$ cat config.mk
export PLATFORM = sky130hd
export DESIGN_NAME = pueo_trig_pattern_gen
export DESIGN_NICKNAME = d
export VERILOG_FILES = /design/src/rtl/pueo_trig_pattern_gen.sv
export SDC_FILE = /design/constraint.sdc
export NUM_CORES = 1
export LEC_CHECK = 0
export ABC_AREA = 1
export CORE_MARGIN = 2
export CORE_UTILIZATION = 35
export CTS_CLUSTER_DIAMETER = 50
export DETAILED_ROUTE_END_ITERATION = 12
export GPL_TIMING_DRIVEN = 0
export HOLD_SLACK_MARGIN = 0.12
export PLACE_DENSITY_LB_ADDON = 0.1
export SLEW_MARGIN = 40
export SYNTH_ARGS = -nofsm -noshare
export SYNTH_HDL_FRONTEND = slang
export SYNTH_SLANG_ARGS = --single-unit
$ cat constraint.sdc
create_clock -name sysclk_i -period 6.3 [get_ports sysclk_i]
set_input_delay 0.945 -clock sysclk_i [delete_from_list [all_inputs] [get_ports sysclk_i]]
set_output_delay 0.945 -clock sysclk_i [all_outputs]
set_load 0.1 [all_outputs]
$ cat src/rtl/pueo_trig_pattern_gen.sv
// Trigger pattern generator: replays queued or periodic SURF trigger words once per frame,
// presenting each frame as a one-cycle registered valid burst VALID_DLY cycles after the phase pulse.
module pueo_trig_pattern_gen #(
    parameter int NSURF     = 32,
    parameter int NBIT      = 16,
    parameter int VALID_DLY = 3,
    parameter int DEPTH     = 16,
    localparam int SB       = $clog2(NSURF),
    localparam int CMDW     = NBIT + SB + 1
) (
    input  logic                    sysclk_i,
    input  logic                    sysclk_rstn_i,
    input  logic                    sysclk_phase_i,
    input  logic [1:0]              mode_i,
    input  logic [7:0]              period_i,
    input  logic [CMDW-1:0]         cmd_tdata,
    input  logic                    cmd_tvalid,
    output logic                    cmd_tready,
    output logic [NSURF*NBIT-1:0]   trig_dat_o,
    output logic                    trig_dat_valid_o,
    output logic                    empty_o,
    output logic                    full_o,
    output logic                    overrun_o,
    output logic [31:0]             frame_count_o,
    output logic [15:0]             trig_count_o,
    output logic [7:0]              bad_cmd_count_o
);
    localparam int AW = $clog2(DEPTH);
    localparam int W  = NSURF * NBIT;

    logic [CMDW-1:0] mem [DEPTH];
    logic [AW-1:0]   wr_ptr, rd_ptr;
    logic [AW:0]     fill;
    logic            push, pop, rep, sel_act, sel_bad, sel_ok;
    logic [CMDW-1:0] head, sel_cmd, last_cmd, lat_cmd, fire_cmd;
    logic            have_last, lat_ok, fire_ok, fire;
    logic [7:0]      per_cnt, per_reload;
    logic [3:0]      dly_cnt;
    logic [W-1:0]    fire_dat;

    assign empty_o    = (fill == '0);
    assign full_o     = (fill == (AW+1)'(DEPTH));
    assign cmd_tready = !full_o;
    assign head       = mem[rd_ptr];
    assign per_reload = (period_i == 8'd0) ? 8'd0 : period_i - 8'd1;

    always_comb begin
        push     = cmd_tvalid && !full_o;
        pop      = sysclk_phase_i && !mode_i[1] && !empty_o;
        rep      = sysclk_phase_i && (mode_i == 2'b01) && empty_o && have_last && (per_cnt == 8'd0);
        sel_act  = pop || rep;
        sel_cmd  = pop ? head : last_cmd;
        sel_bad  = sel_act && !sel_cmd[CMDW-1] && (int'(sel_cmd[NBIT +: SB]) >= NSURF);
        sel_ok   = sel_act && !sel_bad;
        // With a one-cycle delay the frame goes straight to the output register at the phase edge.
        if (VALID_DLY == 1) begin
            fire     = sysclk_phase_i;
            fire_cmd = sel_cmd;
            fire_ok  = sel_ok;
        end else begin
            fire     = !sysclk_phase_i && (dly_cnt == 4'd1);
            fire_cmd = lat_cmd;
            fire_ok  = lat_ok;
        end
        fire_dat = '0;
        if (fire_ok) begin
            for (int n = 0; n < NSURF; n++) begin
                if (fire_cmd[CMDW-1] || (int'(fire_cmd[NBIT +: SB]) == n)) begin
                    fire_dat[n*NBIT +: NBIT] = fire_cmd[NBIT-1:0];
                end
            end
        end
    end

    always_ff @(posedge sysclk_i) begin
        if (push) begin
            mem[wr_ptr] <= cmd_tdata;
        end
    end

    always_ff @(posedge sysclk_i) begin
        if (!sysclk_rstn_i) begin
            wr_ptr           <= '0;
            rd_ptr           <= '0;
            fill             <= '0;
            last_cmd         <= '0;
            have_last        <= 1'b0;
            lat_cmd          <= '0;
            lat_ok           <= 1'b0;
            per_cnt          <= '0;
            dly_cnt          <= '0;
            overrun_o        <= 1'b0;
            trig_dat_valid_o <= 1'b0;
            trig_dat_o       <= '0;
            frame_count_o    <= '0;
            trig_count_o     <= '0;
            bad_cmd_count_o  <= '0;
        end else begin
            if (push) begin
                wr_ptr <= wr_ptr + AW'(1);
            end
            if (pop) begin
                rd_ptr    <= rd_ptr + AW'(1);
                last_cmd  <= head;
                have_last <= 1'b1;
            end
            if (push && !pop) begin
                fill <= fill + (AW+1)'(1);
            end else if (pop && !push) begin
                fill <= fill - (AW+1)'(1);
            end

            if (sysclk_phase_i) begin
                frame_count_o <= frame_count_o + 32'd1;
                lat_cmd       <= sel_cmd;
                lat_ok        <= sel_ok;
                if (sel_act) begin
                    per_cnt <= per_reload;
                end else if (per_cnt != 8'd0) begin
                    per_cnt <= per_cnt - 8'd1;
                end
                if (sel_bad && (bad_cmd_count_o != 8'hFF)) begin
                    bad_cmd_count_o <= bad_cmd_count_o + 8'd1;
                end
                // A frame still counting down is dropped in favour of the new one.
                if (dly_cnt != 4'd0) begin
                    overrun_o <= 1'b1;
                end
                dly_cnt <= 4'(VALID_DLY - 1);
            end else if (dly_cnt != 4'd0) begin
                dly_cnt <= dly_cnt - 4'd1;
            end

            trig_dat_valid_o <= fire;
            trig_dat_o       <= fire ? fire_dat : '0;
            if (fire && (fire_dat != '0)) begin
                trig_count_o <= trig_count_o + 16'd1;
            end
        end
    end

endmodule

### Word-level counts from Yosys, hierarchy flattened

Memory sizes are Yosys's and may differ from the RTL's. A register that Yosys moved wholly into a read port is not among the register bits.
Index checks and enable logic that the tools add are counted.

| cells by class | value |
|---|---|
| add/sub/neg operators | 9 |
| $mul | 0 |
| divide/modulo/power cells | 0 |
| $lt $le $gt $ge | 0 |
| equality and inequality tests | 34 |
| shift operators | 0 |
| mux-type cells | 45 |
| bitwise gates (word level) | 1 |
| reductions and logical operators | 64 |

Operators with widths:

| kind | number |
|---|---|
| 16-bit two-way mux | 32 |
| 512-bit two-way mux | 1 |
| 512-bit nonzero test | 1 |
| 5-bit equality test, second input constant | 17 |
| 5-bit by 4-bit equality test with 1-bit output, second input constant | 8 |
| 1-bit logical OR | 33 |
| 32-bit by 1-bit adder with 32-bit output, second input constant | 1 |
| 8-bit two-way mux | 3 |
| 22-bit two-way mux | 1 |
| 5-bit by 3-bit equality test with 1-bit output, second input constant | 4 |
| 16-bit by 1-bit adder with 16-bit output, second input constant | 1 |
| 8-bit logical NOT | 2 |
| 8-bit by 1-bit subtractor with 8-bit output, second input constant | 2 |
| 1-bit logical AND | 11 |
| 5-bit by 2-bit equality test with 1-bit output, second input constant | 2 |
| 5-bit logical NOT | 2 |
| 5-bit two-way mux | 2 |
| 4-bit by 1-bit adder with 4-bit output, second input constant | 2 |
| 4-bit two-way mux | 2 |
| 8-bit nonzero test | 1 |
| 1-bit logical NOT | 6 |
| 2-bit AND reduction | 3 |
| 2-bit nonzero test | 3 |
| 5-bit by 1-bit adder with 5-bit output, second input constant | 1 |
| 10 further kinds | 12 |

| storage, ports and cells | value |
|---|---|
| bits in registers | 633 |
| bits in latches | 0 |
| bits in writable memories | 352 |
| memory bits (read-only) | 0 |
| input bits | 36 |
| word-level logic and storage cells | 169 |
| memories kept | 1 |

Memory list:

| name | depth | width | rd ports | clocked after memory_dff | wr ports | line | RTL |
|---|---|---|---|---|---|---|---|
| mem | 16 | 22 | 1 | 1 | 1 | 31 | `logic [CMDW-1:0] mem [DEPTH];` |

### Longest topological paths before layout

Gate-level depths: netlist (run 1).

| logic depth | value |
|---|---|
| depth in word-level cells | 8 |
| depth in mapped cells | 20 |
| depth with buffers taken out | 17 |

### Worst setup path after synthesis (run 1)

OpenSTA, ideal clock, no wires.

| timing path | value |
|---|---|
| path kind | register to register |
| from | register fill[0] |
| to | register fill[4] |
| setup time | 0.119 ns |
| arrival time | 4.650 ns |
| data required time | 6.181 ns |
| path slack | 1.530 ns |
| stages on the path, launching flop included | 17 |
| cells stage by stage | dfxtp_1 nor4_1 inv_1 nor2_1 inv_1 nand2_1 inv_1 ha_1 inv_1 ha_1 a21o_1 a21oi_1 nor2_1 nor2_1 nand2_1 o21ai_0 a21oi_1 |

| between the ends | value |
|---|---|
| word-level cells in the longest chain between the ends | 6 |

RTL lines:

| element | line | RTL |
|---|---|---|
| start: declaration | 33 | `logic [AW:0] fill;` |
| start signal: assignment | 108 | `fill <= fill + (AW+1)'(1);` |
| start signal: assignment | 110 | `fill <= fill - (AW+1)'(1);` |
| 5-bit equality test * | 42 | `assign full_o = (fill == (AW+1)'(DEPTH));` |
| via full_o | 22 | `output logic full_o,` |
| 1-bit logical NOT * | -- |  |
| via cmd_tready | 18 | `output logic cmd_tready,` |
| 1-bit logical AND * | 48 | `push = cmd_tvalid && !full_o;` |
| via push | 34 | `logic push, pop, rep, sel_act, sel_bad, sel_ok;` |
| 1-bit logical NOT | 109 | `end else if (pop && !push) begin` |
| 1-bit logical AND | 109 |  |
| 2-bit nonzero test (no source line) | -- |  |

The timed path passes the listed nets; every way through them passes the cells marked *. The select of a mux whose other input is x is not followed.
A chain may end at the register's enable or synchronous reset.

==> impl_results.md, run 1 <==
- Design Power: 16,400 uW
- Layout cells sized above 1: 19.5%
- Hold_ws: 0.469 ns
- Critical path arrival: 4.31 ns
- Setup CP Type: register to register
- Clock sinks: 989
- P_sw: 4690 uW
- Crit-path leading delay family: buffers and inverters
- Die area: 108,000 um2
- Area leader, netlist: dfxtp_1
- RSZ-0062 raised after global routing: false
- Clk_skew: 0.0284 ns
- Gr usage total: 25.6%
- Avg Cell Area, Syn: 8.99 um2
- Post-layout util: 44.2%
- CTS Buf Count: 114
- Initial core utilization: 35.2%
- Per-cell routed wire length: 22.6 um
- Setup_tns: 0 ns
- Port-buffer cells: 599
- Antenna violations before repair: 2
- Area share of the largest cell type after synthesis: 34.5%
- CP Launch Type: register
- Yosys warnings: 0
- Clk buf depth: 3
- Worst-Skew Late Latency: 0.70 ns
- Rel. slew slack: 39.1%
- Crit path largest cell delay: 0.70 ns
- CTS Hold Buffers Added: 0
- GRT overflow: 0
- Yosys cell types: 43
- Final slew viol count: 0
- Routability cong.: 0.948
- H-tree depth: 3
- Core footprint: 105,000 um2
- Combinational share of power: 15.3%
- Sequential power share: 41.8%
- Fin. Hold Viols: 0
- Slew @ Worst Pin: 0.913 ns
- WP buf/inv: 3
- Clk network pwr share: 42.9%
- Fmax: 0.271 GHz
- Die height: 329 um
- Root buffer cell: clkbuf_16
- Initial DRC Count: 2,861
- Non-Filler Instances: 6,349
- Peak supply drop: 0.231 mV
- Final Cycle Share: 58.5%
- Pwr dens: 353 nW/um2
- # Post-CTS Setup Buffers: 0
- Ys flop type: dfxtp_1
- Number of flops mapped to enable cells by yosys: 352
- Final net count: 4,908
- Period minus WS final: 3.68 ns
- Vias in the first global route: 29.0k
- Asr flop ratio synth: 0%
- Placed Cells: 6,133
- Cells along the critical path: clkbuf_1 -> clkbuf_1 -> clkbuf_1 -> nor2_1 -> o22ai_1 -> nor2_1 -> o211ai_1 -> nand3_1 -> a21oi_1
- Max Cap Violations: 0
- Io pins: 609
- Syn Std Cell Area: 37,000 um2
- Nature of the critical path endpoint: register
- Switching share of power: 28.7%
- Remaining antenna violation count after routing: 0
- Setup violations, final: 0
- # rows: 119
- DP Wirelength: 105,000 um
- DR vias: 31.3k
- Area grow syn2layout: 25.5%
- Mapped Cells: 4,118
- Largest net degree at the start of global routing: 17
- Required @ worst endpoint: 6.93 ns
- Crit path max fanout: 10
- CTS tree: done
- Leak: 0.0188 uW
- First-pass GRT wire length: 205,000 um
- Sequential area share after synthesis: 63.0%
- DRC viols: 0
- Post-synthesis register bit count: 989
- First drt pass iteration count: 7
- Critical Path Most Common Cell: clkbuf_1
- Outcome: complete, no violations
- P_int: 11,700 uW
- Chip width: 329 um
- Final wirelength: 144,000 um
- Hold WC Path Type: register to register
- Vias per cell: 4.93
- Post_cts resized: 0
- Clock transition at path regs: 0.06 ns
- Area contributors post-synth: dfxtp_1 (34%), edfxtp_1 (29%), nor2_1 (9.6%), nand2_1 (8.3%), o21ai_0 (5.1%)
- Crit-path slowest cell: clkbuf_1
==> flip-flops by register name (all words and copies together), names as in the netlist, named ones only <==
| register | flops |
|---|---|
| rd_ptr | 4 |
| trig_count_o | 16 |
| fill | 5 |
| fire_ok | 1 |
| trig_dat_valid_o | 1 |
| last_cmd | 22 |
| fire_cmd | 22 |
| wr_ptr | 4 |
| overrun_o | 1 |
| frame_count_o | 32 |
| mem | 352 |
| per_cnt | 8 |
| trig_dat_o | 512 |
| dly_cnt | 4 |
| have_last | 1 |
==> per-layer routing <==
layer	GRT usage [%]	wire [um]
met1	31.5	57300
met2	44.9	71200
met3	4.69	10100
met4	8.88	5090
met5	0	0
==> cell families after synthesis <==
family	share of synthesized area, %
flip-flops	63.0
AO/OA/AOI/OAI	9.82
AND/OR/NAND/NOR	21.2
buffers and inverters	5.24
other	0.0101
adder cells (fa/ha/maj)	0.494
XOR/XNOR	0.237
==> worst register-to-register path: cells and delay by family, from the launching register on <==
kind / cells / cell delay (ns)
AOI/OAI and AO/OA: 3 / 0.98
and+or+nand+nor: 3 / 0.39
DFF: 1 / 0.46
buffers and inverters: 3 / 1.79
==> power by group through the flow <==
stage          sequential [uW]  clock (uW)  combinational [uW]
4_1_cts                   6850        7150                2490
6_report                  6850        7030                2500
2_1_floorplan             6990           0                1520
5_1_grt                   6860        7420                2710
3_3_place_gp              6990           0                2450
3_5_place_dp              6990           0                2480
==> stage by stage <==
step / area (um2) / setup WS [ns]
3_3_place_gp: 44800 / 1.95
5_1_grt: 46400 / 2.45
6_report: 46400 / 2.62
2_1_floorplan: 37000 / 1.53
4_1_cts: 46400 / 2.59
3_5_place_dp: 42400 / 2.60
==> layout make-up <==
| type | count | area [um2] |
|---|---|---|
| fillers | 10500 | 58700 |
| flip-flops and latches | 989 | 23300 |
| multi-input cells | 2673 | 11900 |
| repair buffers | 617 | 3470 |
| clock buffers | 141 | 3080 |
| well taps | 1391 | 1740 |
| plain buffers | 326 | 1440 |
| clock inverters | 74 | 966 |
| inverters | 137 | 514 |
| diodes | 1 | 2.50 |
==> Yosys cell counts, drive strengths merged (4+ instances only) <==
master and count:
nor2 950, nand2 833, dfxtp 637, o21ai 473
edfxtp 352, clkbuf 228, inv 137, nand3 115
buf 98, o22ai 88, a21oi 63, or2 23
nor3 19, o221ai 15, ha 13, nand4 12
o211ai 11, a22oi 6, xor2 6, a31oi 5
nor3b 5, nor4 5, a211oi 4, and3 4
o21a 4, xnor2 4
==> cell usage in the layout (no fill, tap or decap), drive strengths merged, types with 5 or more instances in the layout <==
cell	count
nor2	950
nand2	833
buf	681
dfxtp	637
o21ai	473
clkbuf	369
edfxtp	352
inv	149
nand3	115
o22ai	88
a21oi	63
clkinv	35
clkdlybuf4s50	34
or2	23
nor3	19
bufinv	19
o221ai	15
ha	13
nand4	12
o211ai	11
conb	8
clkinvlp	8
xor2	6
a22oi	6
nor4	5
nor3b	5
a31oi	5
==> worst paths after layout <==
kind	start	to	slack (ns)	depth (start not counted)
setup / recovery	register	fire_cmd[1]	2.62	9
hold / removal	frame_count_o[31]	frame_count_o[31]	0.47	2
setup reg to reg	register	fire_cmd[1]	2.62	9
hold reg to reg	frame_count_o[31]	frame_count_o[31]	0.47	2
Power figures use the tool's default switching activity.
==> run 2, diff against run 1 <==
==> constraint.sdc (replaced) <==
create_clock -name sysclk_i -period 3.2 [get_ports sysclk_i]
set_input_delay 0.48 -clock sysclk_i [delete_from_list [all_inputs] [get_ports sysclk_i]]
set_output_delay 0.48 -clock sysclk_i [all_outputs]
set_load 0.1 [all_outputs]
==> run 2 against run 1 <==
  * Clock-buffer cell count up 17
  * First-iteration DRC count up 1.8%
  * Power up 97%
  * Combinational power up 99%
  * Largest power group unchanged
  * Worst hold slack worse by 0.29 ns
  * Die area unchanged
  * Clock skew down 0.0059 ns
==> impl_results.md, run 2 (synthesized netlist as in run 1, its figures left out) <==
- Outcome: complete, no violations
- DP Wirelength: 105,000 um (-0.16%)
- Pre-CTS setup slack: -0.528 ns (-3.13 ns)
- Final Cycle Share: 95.3% (+37 points)
- Peak supply drop: 0.448 mV (+94%)
- Final wirelength: 144,000 um (+0.38%)
- GRT overflow: 0 (unchanged)
- H-tree depth: 3 (unchanged)
- Die height: 329 um (unchanged)
- Initial core utilization: 35.2% (unchanged)
- Core footprint: 105,000 um2 (unchanged)
- Required @ worst endpoint: 3.79 ns (-3.14 ns)
- Commonest non-fill, non-tap cell in the layout: nor2_1
- Layout cells sized above 1: 19.8% (+0.38 points)
- Worst-Skew Late Latency: 0.71 ns (about the same)
- Pwr dens: 693 nW/um2 (+96%)
- CP Launch Type: register
- Clock transition at path regs: 0.06 ns (about the same)
- Hold WC Path Type: input pin to register
- Fin. Hold Viols: 0 (unchanged)
- Leak: 0.0188 uW (about the same)
- Max reg flops: 512 (unchanged)
- CTS Hold Buffers Added: 0 (unchanged)
- Root buffer cell: clkbuf_16
- Setup CP Type: register to register
- Vias in the first global route: 29.3k (+0.85%)
- Slew @ Worst Pin: 0.900 ns (-0.0135 ns)
- Clock sinks: 989 (unchanged)
- Period minus WS final: 3.05 ns (-0.634 ns)
- Nature of the critical path endpoint: register
- Setup violations, final: 0 (unchanged)
- Fill count: 10.5k (+0.28%)
- Critical path arrival: 3.64 ns (-0.67 ns)
- CTS tree: done
- Per-cell routed wire length: 22.7 um (+0.35%)
- Initial DRC Count: 2,912 (+1.8%)
- Clk_skew: 0.0225 ns (-0.00594 ns)
- Clk buf depth: 3 (unchanged)
- Largest net degree at the start of global routing: 17 (unchanged)
- Gr usage total: 25.7% (+0.095 points)
- Remaining antenna violation count after routing: 0 (unchanged)
- Die area: 108,000 um2 (unchanged)
- Final net count: 4,909 (+0.020%)
- Vias per cell: 4.95 (+0.40%)
- Io pins: 609 (unchanged)
- Largest regs: trig_dat_o: 512 flops, mem: 352 flops, frame_count_o: 32 flops
- Port-buffer cells: 599 (unchanged)
- Rel. slew slack: 40.0% (+0.90 points)
- Crit path max fanout: 16 (+6)
- DR vias: 31.5k (+0.43%)
- CTS Buf Count: 117 (+2.6%)
- First-pass GRT wire length: 205,000 um (+0.41%)
- RSZ-0062 raised after global routing: false
- Design Power: 32,200 uW (+97%)
- First drt pass iteration count: 6 (-1)
- Largest Register: trig_dat_o
- Hold_ws: 0.184 ns (-0.285 ns)
- Setup_tns: 0 ns (unchanged)
- Most frequent cells in the layout: nor2_1 (924), nand2_1 (818), dfxtp_1 (636), buf_2 (613), o21ai_0 (375)
- Final slew viol count: 0 (unchanged)
- Max Cap Violations: 0 (unchanged)
- DRC viols: 0 (unchanged)
- # rows: 119 (unchanged)
- Fmax: 0.328 GHz (+21%)
- Post-layout util: 44.2% (about the same)
- Routability cong.: 0.935 (-1.4%)
- Chip width: 329 um (unchanged)
- Area grow syn2layout: 25.6% (about the same)
- Antenna violations before repair: 1 (-1)
- Setup WS post-layout: 0.150 ns (-2.47 ns)
==> run 2: changes by cell type in the layout (fill, tap and decap cells not counted), sizes merged <==
cell / delta
clkinvlp: +5
clkinv: -8
bufinv: -6
clkbuf: +16
buf: -1
inv: -5
diode: +1
==> run 2: per-layer routing <==
layer / vias to the layer above / track usage (%) / share of wire, %
met4: 0 / 9.01 / 3.6
met1: 15200 / 31.9 / 41
li1: 14900 / - / -
met2: 1102 / 44.7 / 49
met5: - / 0 / 0
met3: 246 / 4.75 / 6.5
==> run 2: cell type report <==
cell class,count,area (um2),share of cell area (%)
Multi-Input combinational cell,2673,11900,25.7
Antenna cell,2,5.00,0.0108
Sequential cell,989,23300,50.2
Buffer,325,1450,3.13
Clock buffer,158,3260,7.02
Clock inverter,60,774,1.67
Timing Repair Buffer,616,3450,7.43
Inverter,137,524,1.13
Tap cell,1391,1740,3.75
==> run 2: final timing paths <==
check                                  startpoint                 to  slack (ns)  depth (start not counted)
worst max-delay path                     register        fire_cmd[0]        0.15                          8
worst min-delay path               sysclk_phase_i   frame_count_o[0]        0.18                          4
worst max register to register           register        fire_cmd[0]        0.15                          8
worst min register to register  frame_count_o[31]  frame_count_o[31]        0.47                          2
==> run 2: metrics by stage <==
stage                     cell area (um2)  std cells
after floorplan                     37100       4125
after global placement              44800       6115
after detailed placement            42400       6131
after CTS                           46400       6348
after global routing                46500       6350
final                               46500       6351
==> run 2: where the power goes <==
part | internal [uW] | total [uW] | switching [uW]
registers | 13300 | 13500 | 159
clock network | 8250 | 13800 | 5510
logic | 1300 | 4980 | 3680
==> run 2: repair_timing <==
item	4_1_cts	5_1_grt
setup endpoints to repair	44	30
cloned	0	0
gates resized for setup	7	13
setup buffers	0	0
==> run 2: critical path, stage by stage, from the launching register on <==
cell	delay, ns
dfxtp_1	0.71
clkinvlp_4	0.63
clkbuf_1	0.38
o21ai_0	0.18
o22ai_1	0.15
o21ai_0	0.36
o221ai_1	0.26
nand3_1	0.17
a21oi_1	0.07
